**src/rtl/mem_port_arbiter_pkg.sv**
```systemverilog
// Shared encodings for the memory port arbiter: FSM states, mux select
// codes and the select-to-one-hot conversion used for grants and acks.
package mem_port_arbiter_pkg;

    typedef enum logic [1:0] {
        ST_IDLE = 2'd0,
        ST_BUSY = 2'd1,
        ST_RESP = 2'd2
    } state_e;

    localparam logic [1:0] SEL_R0   = 2'b00;
    localparam logic [1:0] SEL_R1   = 2'b01;
    localparam logic [1:0] SEL_R2   = 2'b10;
    localparam logic [1:0] SEL_NONE = 2'b11;

    // Map a requester index / select code to its one-hot grant vector.
    // SEL_NONE maps to no requester at all.
    function automatic logic [2:0] sel_to_onehot(input logic [1:0] sel);
        logic [2:0] onehot;
        case (sel)
            SEL_R0:  onehot = 3'b001;
            SEL_R1:  onehot = 3'b010;
            SEL_R2:  onehot = 3'b100;
            default: onehot = 3'b000;
        endcase
        return onehot;
    endfunction

endpackage

```
**src/rtl/mem_port_arbiter_mux3.sv**
```systemverilog
// Generic 3:1 multiplexer steering one requester's field onto the shared
// memory port. Select 11 means no requester and drives zero.
module mux3 #(
    parameter int WIDTH = 32
) (
    input  logic [1:0]       sel,
    input  logic [WIDTH-1:0] in0,
    input  logic [WIDTH-1:0] in1,
    input  logic [WIDTH-1:0] in2,
    output logic [WIDTH-1:0] out
);

    // Pure combinational select; unused code yields zero.
    always_comb begin
        case (sel)
            2'b00:   out = in0;
            2'b01:   out = in1;
            2'b10:   out = in2;
            default: out = '0;
        endcase
    end

endmodule

```
**src/rtl/mem_port_arbiter.sv**
```systemverilog
// Round-robin arbiter and sequencer for the single shared memory port.
// Three requesters compete; the winner's address, write data and write
// enable are steered onto the port through mux3 instances while a
// valid/ready handshake with bounded wait runs the transaction.
module mem_port_arbiter
    import mem_port_arbiter_pkg::*;
#(
    parameter int TIMEOUT = 16
) (
    input  logic        I_clk,
    input  logic        I_rst_n,
    input  logic [2:0]  I_req,
    input  logic [31:0] I_addr0,
    input  logic [31:0] I_addr1,
    input  logic [31:0] I_addr2,
    input  logic [31:0] I_wdata0,
    input  logic [31:0] I_wdata1,
    input  logic [31:0] I_wdata2,
    input  logic [2:0]  I_we,
    output logic [2:0]  O_gnt,
    output logic [1:0]  O_sel,
    output logic [31:0] O_mem_addr,
    output logic [31:0] O_mem_wdata,
    output logic        O_mem_we,
    output logic        O_mem_valid,
    input  logic        I_mem_ready,
    input  logic [31:0] I_mem_rdata,
    output logic [31:0] O_rdata,
    output logic [2:0]  O_ack,
    output logic        O_err
);

    // Counter only needs to reach TIMEOUT-1, so it never wraps.
    localparam int              CNT_W     = $clog2(TIMEOUT);
    localparam logic [CNT_W-1:0] CNT_LIMIT = CNT_W'(TIMEOUT - 1);

    state_e             state_q, state_d;
    logic [2:0]         gnt_q, gnt_d;
    logic [1:0]         sel_q, sel_d;
    logic [1:0]         last_q, last_d;
    logic [CNT_W-1:0]   cnt_q, cnt_d;
    logic [31:0]        rdata_q, rdata_d;
    logic               err_q, err_d;
    logic [1:0]         pick_win;
    logic               we_mux;

    // Round-robin search starting just after the last winner and wrapping.
    function automatic logic [1:0] rr_pick(input logic [2:0] req,
                                           input logic [1:0] last);
        logic [1:0] win;
        win = SEL_R0;
        case (last)
            2'd0: begin
                if (req[1])      win = SEL_R1;
                else if (req[2]) win = SEL_R2;
                else             win = SEL_R0;
            end
            2'd1: begin
                if (req[2])      win = SEL_R2;
                else if (req[0]) win = SEL_R0;
                else             win = SEL_R1;
            end
            default: begin
                if (req[0])      win = SEL_R0;
                else if (req[1]) win = SEL_R1;
                else             win = SEL_R2;
            end
        endcase
        return win;
    endfunction

    assign pick_win = rr_pick(I_req, last_q);

    // State and datapath registers; reset aborts any transaction at once.
    always_ff @(posedge I_clk or negedge I_rst_n) begin
        if (!I_rst_n) begin
            state_q <= ST_IDLE;
            gnt_q   <= 3'b000;
            sel_q   <= SEL_NONE;
            last_q  <= SEL_R2;
            cnt_q   <= '0;
            rdata_q <= 32'h0;
            err_q   <= 1'b0;
        end else begin
            state_q <= state_d;
            gnt_q   <= gnt_d;
            sel_q   <= sel_d;
            last_q  <= last_d;
            cnt_q   <= cnt_d;
            rdata_q <= rdata_d;
            err_q   <= err_d;
        end
    end

    // Next-state logic: arbitrate in IDLE, wait for ready or timeout in
    // BUSY, and spend exactly one cycle in RESP for the ack pulse.
    always_comb begin
        state_d = state_q;
        gnt_d   = gnt_q;
        sel_d   = sel_q;
        last_d  = last_q;
        cnt_d   = cnt_q;
        rdata_d = rdata_q;
        err_d   = 1'b0;
        case (state_q)
            ST_IDLE: begin
                if (|I_req) begin
                    state_d = ST_BUSY;
                    gnt_d   = sel_to_onehot(pick_win);
                    sel_d   = pick_win;
                    last_d  = pick_win;
                    cnt_d   = '0;
                end
            end
            ST_BUSY: begin
                if (I_mem_ready) begin
                    rdata_d = I_mem_rdata;
                    state_d = ST_RESP;
                    sel_d   = SEL_NONE;
                end else if (cnt_q == CNT_LIMIT) begin
                    state_d = ST_RESP;
                    sel_d   = SEL_NONE;
                    err_d   = 1'b1;
                end else begin
                    cnt_d = cnt_q + CNT_W'(1);
                end
            end
            ST_RESP: begin
                state_d = ST_IDLE;
                gnt_d   = 3'b000;
            end
            default: begin
                state_d = ST_IDLE;
                gnt_d   = 3'b000;
                sel_d   = SEL_NONE;
            end
        endcase
    end

    mux3 #(.WIDTH(32)) u_addr_mux (
        .sel (sel_q),
        .in0 (I_addr0),
        .in1 (I_addr1),
        .in2 (I_addr2),
        .out (O_mem_addr)
    );

    mux3 #(.WIDTH(32)) u_wdata_mux (
        .sel (sel_q),
        .in0 (I_wdata0),
        .in1 (I_wdata1),
        .in2 (I_wdata2),
        .out (O_mem_wdata)
    );

    mux3 #(.WIDTH(1)) u_we_mux (
        .sel (sel_q),
        .in0 (I_we[0]),
        .in1 (I_we[1]),
        .in2 (I_we[2]),
        .out (we_mux)
    );

    assign O_gnt       = gnt_q;
    assign O_sel       = sel_q;
    assign O_mem_valid = (state_q == ST_BUSY);
    assign O_mem_we    = we_mux & O_mem_valid;
    assign O_rdata     = rdata_q;
    assign O_ack       = (state_q == ST_RESP) ? sel_to_onehot(last_q) : 3'b000;
    assign O_err       = err_q;

endmodule

```
**config.mk**
```make
export PLATFORM = sky130hd
export DESIGN_NAME = mem_port_arbiter
export DESIGN_NICKNAME = d
export VERILOG_FILES = /design/src/rtl/mem_port_arbiter_pkg.sv /design/src/rtl/mem_port_arbiter_mux3.sv /design/src/rtl/mem_port_arbiter.sv
export SDC_FILE = /design/constraint.sdc
export NUM_CORES = 1
export LEC_CHECK = 0
export ABC_AREA = 1
export CORE_AREA = 3 3 130 132
export DETAILED_ROUTE_END_ITERATION = 16
export DIE_AREA = 0 0 133 135
export SYNTH_ARGS = -nofsm -noshare
export SYNTH_HDL_FRONTEND = slang
export SYNTH_HIERARCHICAL = 1
export SYNTH_SLANG_ARGS = --single-unit
```
**constraint.sdc**
```tcl
create_clock -name I_clk -period 1.4 [get_ports I_clk]
set_input_delay 0.21 -clock I_clk [delete_from_list [all_inputs] [get_ports I_clk]]
set_output_delay 0.21 -clock I_clk [all_outputs]
set_load 0.05 [all_outputs]
```
==> metrics, run 1 <==
Register Area roughly 1200 sq um; max incr delay on CP about 0.67 ns; vias in the first global route approximately 5600; WP data required about 1.2 ns; TritonCTS Buffers 5; Max Cap Viol 0; slowest library cell on the worst path dfstp_4; reg2reg start state_q[0]; WP depth 6; largest net degree at the start of global routing 47; CP delay by family, top flip-flops; antenna-violating nets left 0; Peak Freq around 0.53 GHz; Final min period ~1.9 ns; GRT Total Usage 0.2100; Root Driver clkbuf_16; Ant. Diodes 0; Iter 0 DRT Violations 248; Slew headroom 0.7253; final setup TNS -30.08 ns; clock skew about 0.0041 ns; CTS tree built; final count of pins violating max slew 0; core area between 15000 and 20000 sq um; final core utilization 0.6333; Fill cells 1243; commonest non-fill, non-tap cells in the layout 231 x clkdlybuf4s50_1, 118 x nand3_1, 92 x nand2_1; WP data arrival 1.68 ns; Most common cell on crit path buf_12; first-pass GRT wire length around 30 mm; full die area roughly 18000 sq um; crit share post-route 1.347; Worst setup EP type primary output; area of the multi-input gates between 3000 and 4000 sq um; syn_area_per_cell ~6.8 sq um; hpwl dp roughly 15 mm; I/O pin count 340; Cells after Synth 538; total power draw 25670 uW; reg2reg path depth 10; Least-Margin Pin Slew 0.4120 ns; # port buffers approximately 340; Clock Latency Late Sink around 0.28 ns; Yosys reg bits 46; Initial DRT Pass Iterations 5; Reg clk slew, reported paths 0.06 ns; post-DR vias/cell about 4.8; antenna violations before repair 0; via count roughly 5400; setup slack after layout -0.4859 ns; die span in x between 100 and 150 um; Post-Synthesis Net Count about 770; cell breakdown of the critical path buf_12 > nor2_8 > buf_12 > nand2_2 > nand3_4 > buf_6; top cells by area, synth nand3_1 33%, dfrtp_1 30%, nand2_1 16%; Routability Congestion a little under 0.9; most common cell after layout, fill and taps aside clkdlybuf4s50_1; CP max FO 11; chip height 135 um; Layout area overhead 175.1%; total grt overflow 0; Peak supply drop between 0.001 and 0.0015 V; share of cells above drive strength 1 0.4330; Post-route DRC 0; initial core utilization 0.2302; Hold Fails Final Rpt 0; RSZ-0062 raised after global routing yes; sequential share of the synthesized area 0.3170; final wirelength ~21 mm; htree depth 2; warnings from Yosys 6; clk buf depth 2; outcome finished, violations left; area leader, netlist nand3_1; reg-to-reg slack, setup 0.03 ns; P_leak between 0.004 and 0.005 uW; WL per Instance approximately 19 um; Final setup viols slightly below 70; final net count ~1100; failing checks setup timing; total clock sinks 46; pwr dens roughly 2600 nW/um^2; crit start category flip-flop; Yosys cell types 27; type of the worst setup path flip-flop to primary output; RR Endpoint O_sel[0]; Cell Area, Synth 3643 sq um; CP bufs+invs 3; post-synth top area share 0.3269; row count 46; worst min path class input port to async pin
## metrics by stage
stage	setup slack, ns	instances	hold slack, ns	area, sq um
after floorplan	-0.1953	538	-0.08559	4662
after global placement	-0.2279	1075	0.2151	8536
after detailed placement	-0.2530	1075	0.2127	8536
after CTS	-0.4852	1102	0.4359	9504
after global routing	-0.5357	1112	0.4613	10020
final	-0.4859	1112	0.4302	10020
## worst min-delay path, stage by stage
cell and delay (ns):
dlygate4sd3_1 0.52, buf_2 0.12, buf_12 0.24
## final cells by class
cell class,count,share of cell area
Clock inverter,1,0.0007490
Sequential cell,46,0.1162
Multi-Input combinational cell,430,0.3505
Timing Repair Buffer,394,0.4831
Inverter,19,0.009612
Clock buffer,6,0.01286
Tap cell,216,0.02696
## flip-flops by register name, summed over array words and instances (netlist names)
signal	cells
last_q	2
O_rdata	32
O_gnt	3
state_q	2
cnt_q	4
O_sel	2
O_err	1
## routing by layer
layer  track usage  wire (um)  vias to the layer above
li1              -          -                     2543
met1        0.2310       7489                     2526
met2        0.3843      11150                      257
met3       0.06855       1746                       38
met4       0.06351        551                        0
met5             0          0                        -
## cell families after synthesis
family | count (synthesis) | synth area share
AOI/OAI and AO/OA | 6 | 0.009957
adders and majority gates | 1 | 0.003434
DFF | 46 | 0.3170
and+or+nand+nor | 422 | 0.5457
buffers and inverters | 63 | 0.1240
## Yosys cell counts
library cell / number
nor2_2: 1
nor2_8: 3
a21oi_1: 1
o21ai_0: 2
nand2_2: 4
buf_6: 25
o21ai_1: 1
o21bai_1: 1
nand2_1: 158
buf_2: 13
nor3_1: 4
nand3_4: 1
nor2_1: 8
nand4_1: 2
nand3_2: 1
dfstp_2: 3
clkbuf_1: 1
nor2_4: 1
buf_1: 2
ha_1: 1
inv_1: 13
a21oi_2: 1
inv_2: 6
nand2_4: 1
buf_4: 3
nand3_1: 238
dfrtp_1: 43
## where the power goes
part | switching (uW) | total (uW) | leakage [uW] | internal, uW
sequential | 692 | 2670 | 0.000573 | 1980
clock | 488 | 1140 | 0.0000629 | 653
combinational | 12500 | 21900 | 0.00389 | 9340
total | 13700 | 25700 | 0.00453 | 12000
## how the worst max path moves through the flow
| stage | start | to | slack [ns] |
|---|---|---|---|
| 2_1_floorplan | O_sel[1] | O_mem_addr[10] | -0.20 |
| 3_5_place_dp | O_sel[1] | O_mem_wdata[10] | -0.25 |
| 5_1_grt | O_sel[1] | O_mem_addr[7] | -0.54 |
| 4_1_cts | O_sel[1] | O_mem_wdata[25] | -0.49 |
| 3_3_place_gp | O_sel[1] | O_mem_wdata[12] | -0.23 |
| 6_report | O_sel[1] | O_mem_addr[7] | -0.49 |
## repair_timing
action,CTS,global route
setup endpoints to repair,71,92
setup buffers,16,5
hold buffers,1,0
pin swaps,2,14
gates resized for setup,170,99
gates cloned,3,5
hold endpoints to repair,43,0
(Power assumes the default switching activity.)
==> run 2, diff against run 1 <==
--- a/config.mk
+++ b/config.mk
@@ -6,9 +6,13 @@
 export NUM_CORES = 1
 export LEC_CHECK = 0
 export ABC_AREA = 1
-export CORE_AREA = 3 3 130 132
+export CELL_PAD_IN_SITES_DETAIL_PLACEMENT = 0
+export CELL_PAD_IN_SITES_GLOBAL_PLACEMENT = 1
+export CORE_ASPECT_RATIO = 2
+export CORE_MARGIN = 3
+export CORE_UTILIZATION = 19
 export DETAILED_ROUTE_END_ITERATION = 16
-export DIE_AREA = 0 0 133 135
+export PLACE_DENSITY_LB_ADDON = 0.1
 export SYNTH_ARGS = -nofsm -noshare
 export SYNTH_HDL_FRONTEND = slang
 export SYNTH_HIERARCHICAL = 1
==> run 2 against run 1 <==
  * Sequential power about the same
  * The flow still finishes with violations (setup timing)
  * Die area up 17%
  * Clock-buffer cell count up 2
  * Critical path depth down 1
  * Final area down 1.0%
  * Setup slack better by 0.0094 ns
  * Sequential share of layout area up 0.12 points
  * Via count down 0.45%
  * Worst hold slack worse by 0.089 ns
  * Highest routed layer unchanged
  * Global-route usage down 2.1 points
  * First-iteration DRC count down 35%
==> metrics, run 2 (same netlist as run 1, synthesis figures left out) <==
share of cells above drive strength 1 0.4195 (-0.01357); die span in x 103.9 um (-22%); Slew headroom 0.7682 (+0.04281); initial core utilization 0.1935 (-0.03673); CP max FO 32 (+21); Routability Congestion 0.8291 (-5.0%); Clock Latency Late Sink 0.29 ns (about the same); Max Cap Viol 0 (unchanged); Worst setup EP type primary output; full die area 20980 sq um (+17%); setup slack after layout -0.4765 ns (+0.009356 ns); htree depth 2 (unchanged); CTS tree built; Root Driver clkbuf_16; largest net degree at the start of global routing 33 (-30%); outcome finished, violations left; post-route cell area 9918 sq um (-1.0%); WHS 0.3409 ns (-0.08930 ns); chip height 201.8 um (+50%); reg2reg path depth 5 (-5); final setup TNS -29.70 ns (+0.3816 ns); clock skew 0.006379 ns (+0.002305 ns); total clock sinks 46 (unchanged); Sw Ratio 0.5375 (+0.004079); WP data arrival 1.67 ns (about the same); RR Endpoint O_rdata[18]; RSZ-0062 raised after global routing yes; Layout area overhead 172.2%; Clock power frac 0.046 (+0.002); WL per Instance 17.96 um (-4.6%); final net count 1127 (-0.27%); Final setup viols 70 (+1.4%); GRT Total Usage 0.1891 (-0.02091); combinational share of power 0.847 (-0.004); total grt overflow 0 (unchanged); DP Area 8600 sq um (+0.75%); Largest register FFs 32 (unchanged); final count of pins violating max slew 0 (unchanged); Final min period 1.877 ns (-0.009356 ns); Iter 0 DRT Violations 161 (-35%); Initial DRT Pass Iterations 4 (-1); Reg clk slew, reported paths 0.06 ns (about the same); Peak Freq 0.5329 GHz (+0.50%); first-pass GRT wire length 31.97 mm (+5.2%); Switch Pwr 13440 uW (-1.9%); reg2reg start state_q[1]; P_leak 0.004501 uW (-0.64%); total power draw 25000 uW (-2.6%); post-DR vias/cell 4.643 (-3.7%); WP data required 1.19 ns (about the same); core area 18830 sq um (+19%); final wirelength 20.65 mm (-1.4%); Internal Power 11560 uW (-3.5%); type of the worst setup path flip-flop to primary output; crit share post-route 1.340 (-0.006683); TritonCTS Buffers 5 (unchanged); failing checks setup timing; clk buf depth 2 (unchanged); commonest non-fill, non-tap cells in the layout 231 x clkdlybuf4s50_1, 121 x nand3_1, 97 x nand2_1; hpwl dp 15.95 mm (+5.6%); Post-route DRC 0 (unchanged); antenna violations before repair 1 (+1); vias in the first global route 5585 (+0.38%); row count 71 (+54%); Hold Fails Final Rpt 0 (unchanged); # port buffers 339 (unchanged); Least-Margin Pin Slew 0.3474 ns (-0.06453 ns); most common cell after layout, fill and taps aside clkdlybuf4s50_1; Peak supply drop 0.001294 V (-7.5%); crit start category flip-flop; reg-to-reg slack, setup 0.12 ns (+0.09 ns); worst min path class input port to async pin; Reg power frac 0.107 (+0.003); pwr dens 2521 nW/um^2 (-1.6%); I/O pin count 340 (unchanged); antenna-violating nets left 0 (unchanged); via count 5340 (-0.45%)
run 2: per-stage QoR:
| stage | std cells | setup slack [ns] | utilization |
|---|---|---|---|
| floorplan | 538 | -0.1953 | - |
| global placement | 1121 | -0.2478 | 0.4566 |
| detailed placement | 1121 | -0.2815 | 0.4566 |
| CTS | 1143 | -0.4867 | 0.5102 |
| global route | 1150 | -0.5268 | 0.5266 |
| finish | 1150 | -0.4765 | 0.5266 |
run 2: power by group through the flow:
stage / clock, uW / combinational (uW) / sequential (uW)
after floorplan: 0 / 10300 / 4150
after detailed placement: 0 / 18000 / 2770
after CTS: 1190 / 20600 / 2680
after global placement: 0 / 17800 / 2740
final: 1140 / 21200 / 2670
after global routing: 1230 / 22200 / 2770
run 2: cell type report:
class	count	area (sq um)
flip-flops and latches	46	1165
diodes	1	2.502
multi-input cells	429	3477
clock buffers	8	136.4
repair buffers	392	4715
inverters	19	103.9
fillers	1758	8915
well taps	255	319.1
run 2: how the worst max path moves through the flow:
stage          cells after the start      from              end
6_report                           5  O_sel[1]  O_mem_wdata[27]
4_1_cts                            6  O_sel[0]   O_mem_wdata[4]
2_1_floorplan                      4  O_sel[1]   O_mem_addr[10]
3_3_place_gp                       4  O_sel[0]  O_mem_wdata[15]
3_5_place_dp                       4  O_sel[0]  O_mem_wdata[28]
5_1_grt                            6  O_sel[0]  O_mem_wdata[26]
run 2: metal layers:
layer / vias up / GRT usage / part of all wire
met5: - / 0 / 0
met4: 0 / 0.06087 / 0.030
met3: 32 / 0.03899 / 0.064
met2: 234 / 0.3622 / 0.56
met1: 2541 / 0.2040 / 0.35
li1: 2533 / - / -
run 2: critical path, stage by stage, from the launching register on:
cell     delay (ns)
dfstp_4        0.64
buf_4          0.18
inv_6          0.13
nand3_1        0.15
nand3_4        0.09
buf_8          0.16
run 2: what timing repair did:
action / 4_1_cts / 5_1_grt
resized for setup: 198 / 50
pin swaps: 7 / 6
endpoints found under the hold margin: 11 / 0
cloned: 2 / 4
endpoints found under the setup margin: 71 / 81
setup buffers: 11 / 2
hold buffers: 1 / 0
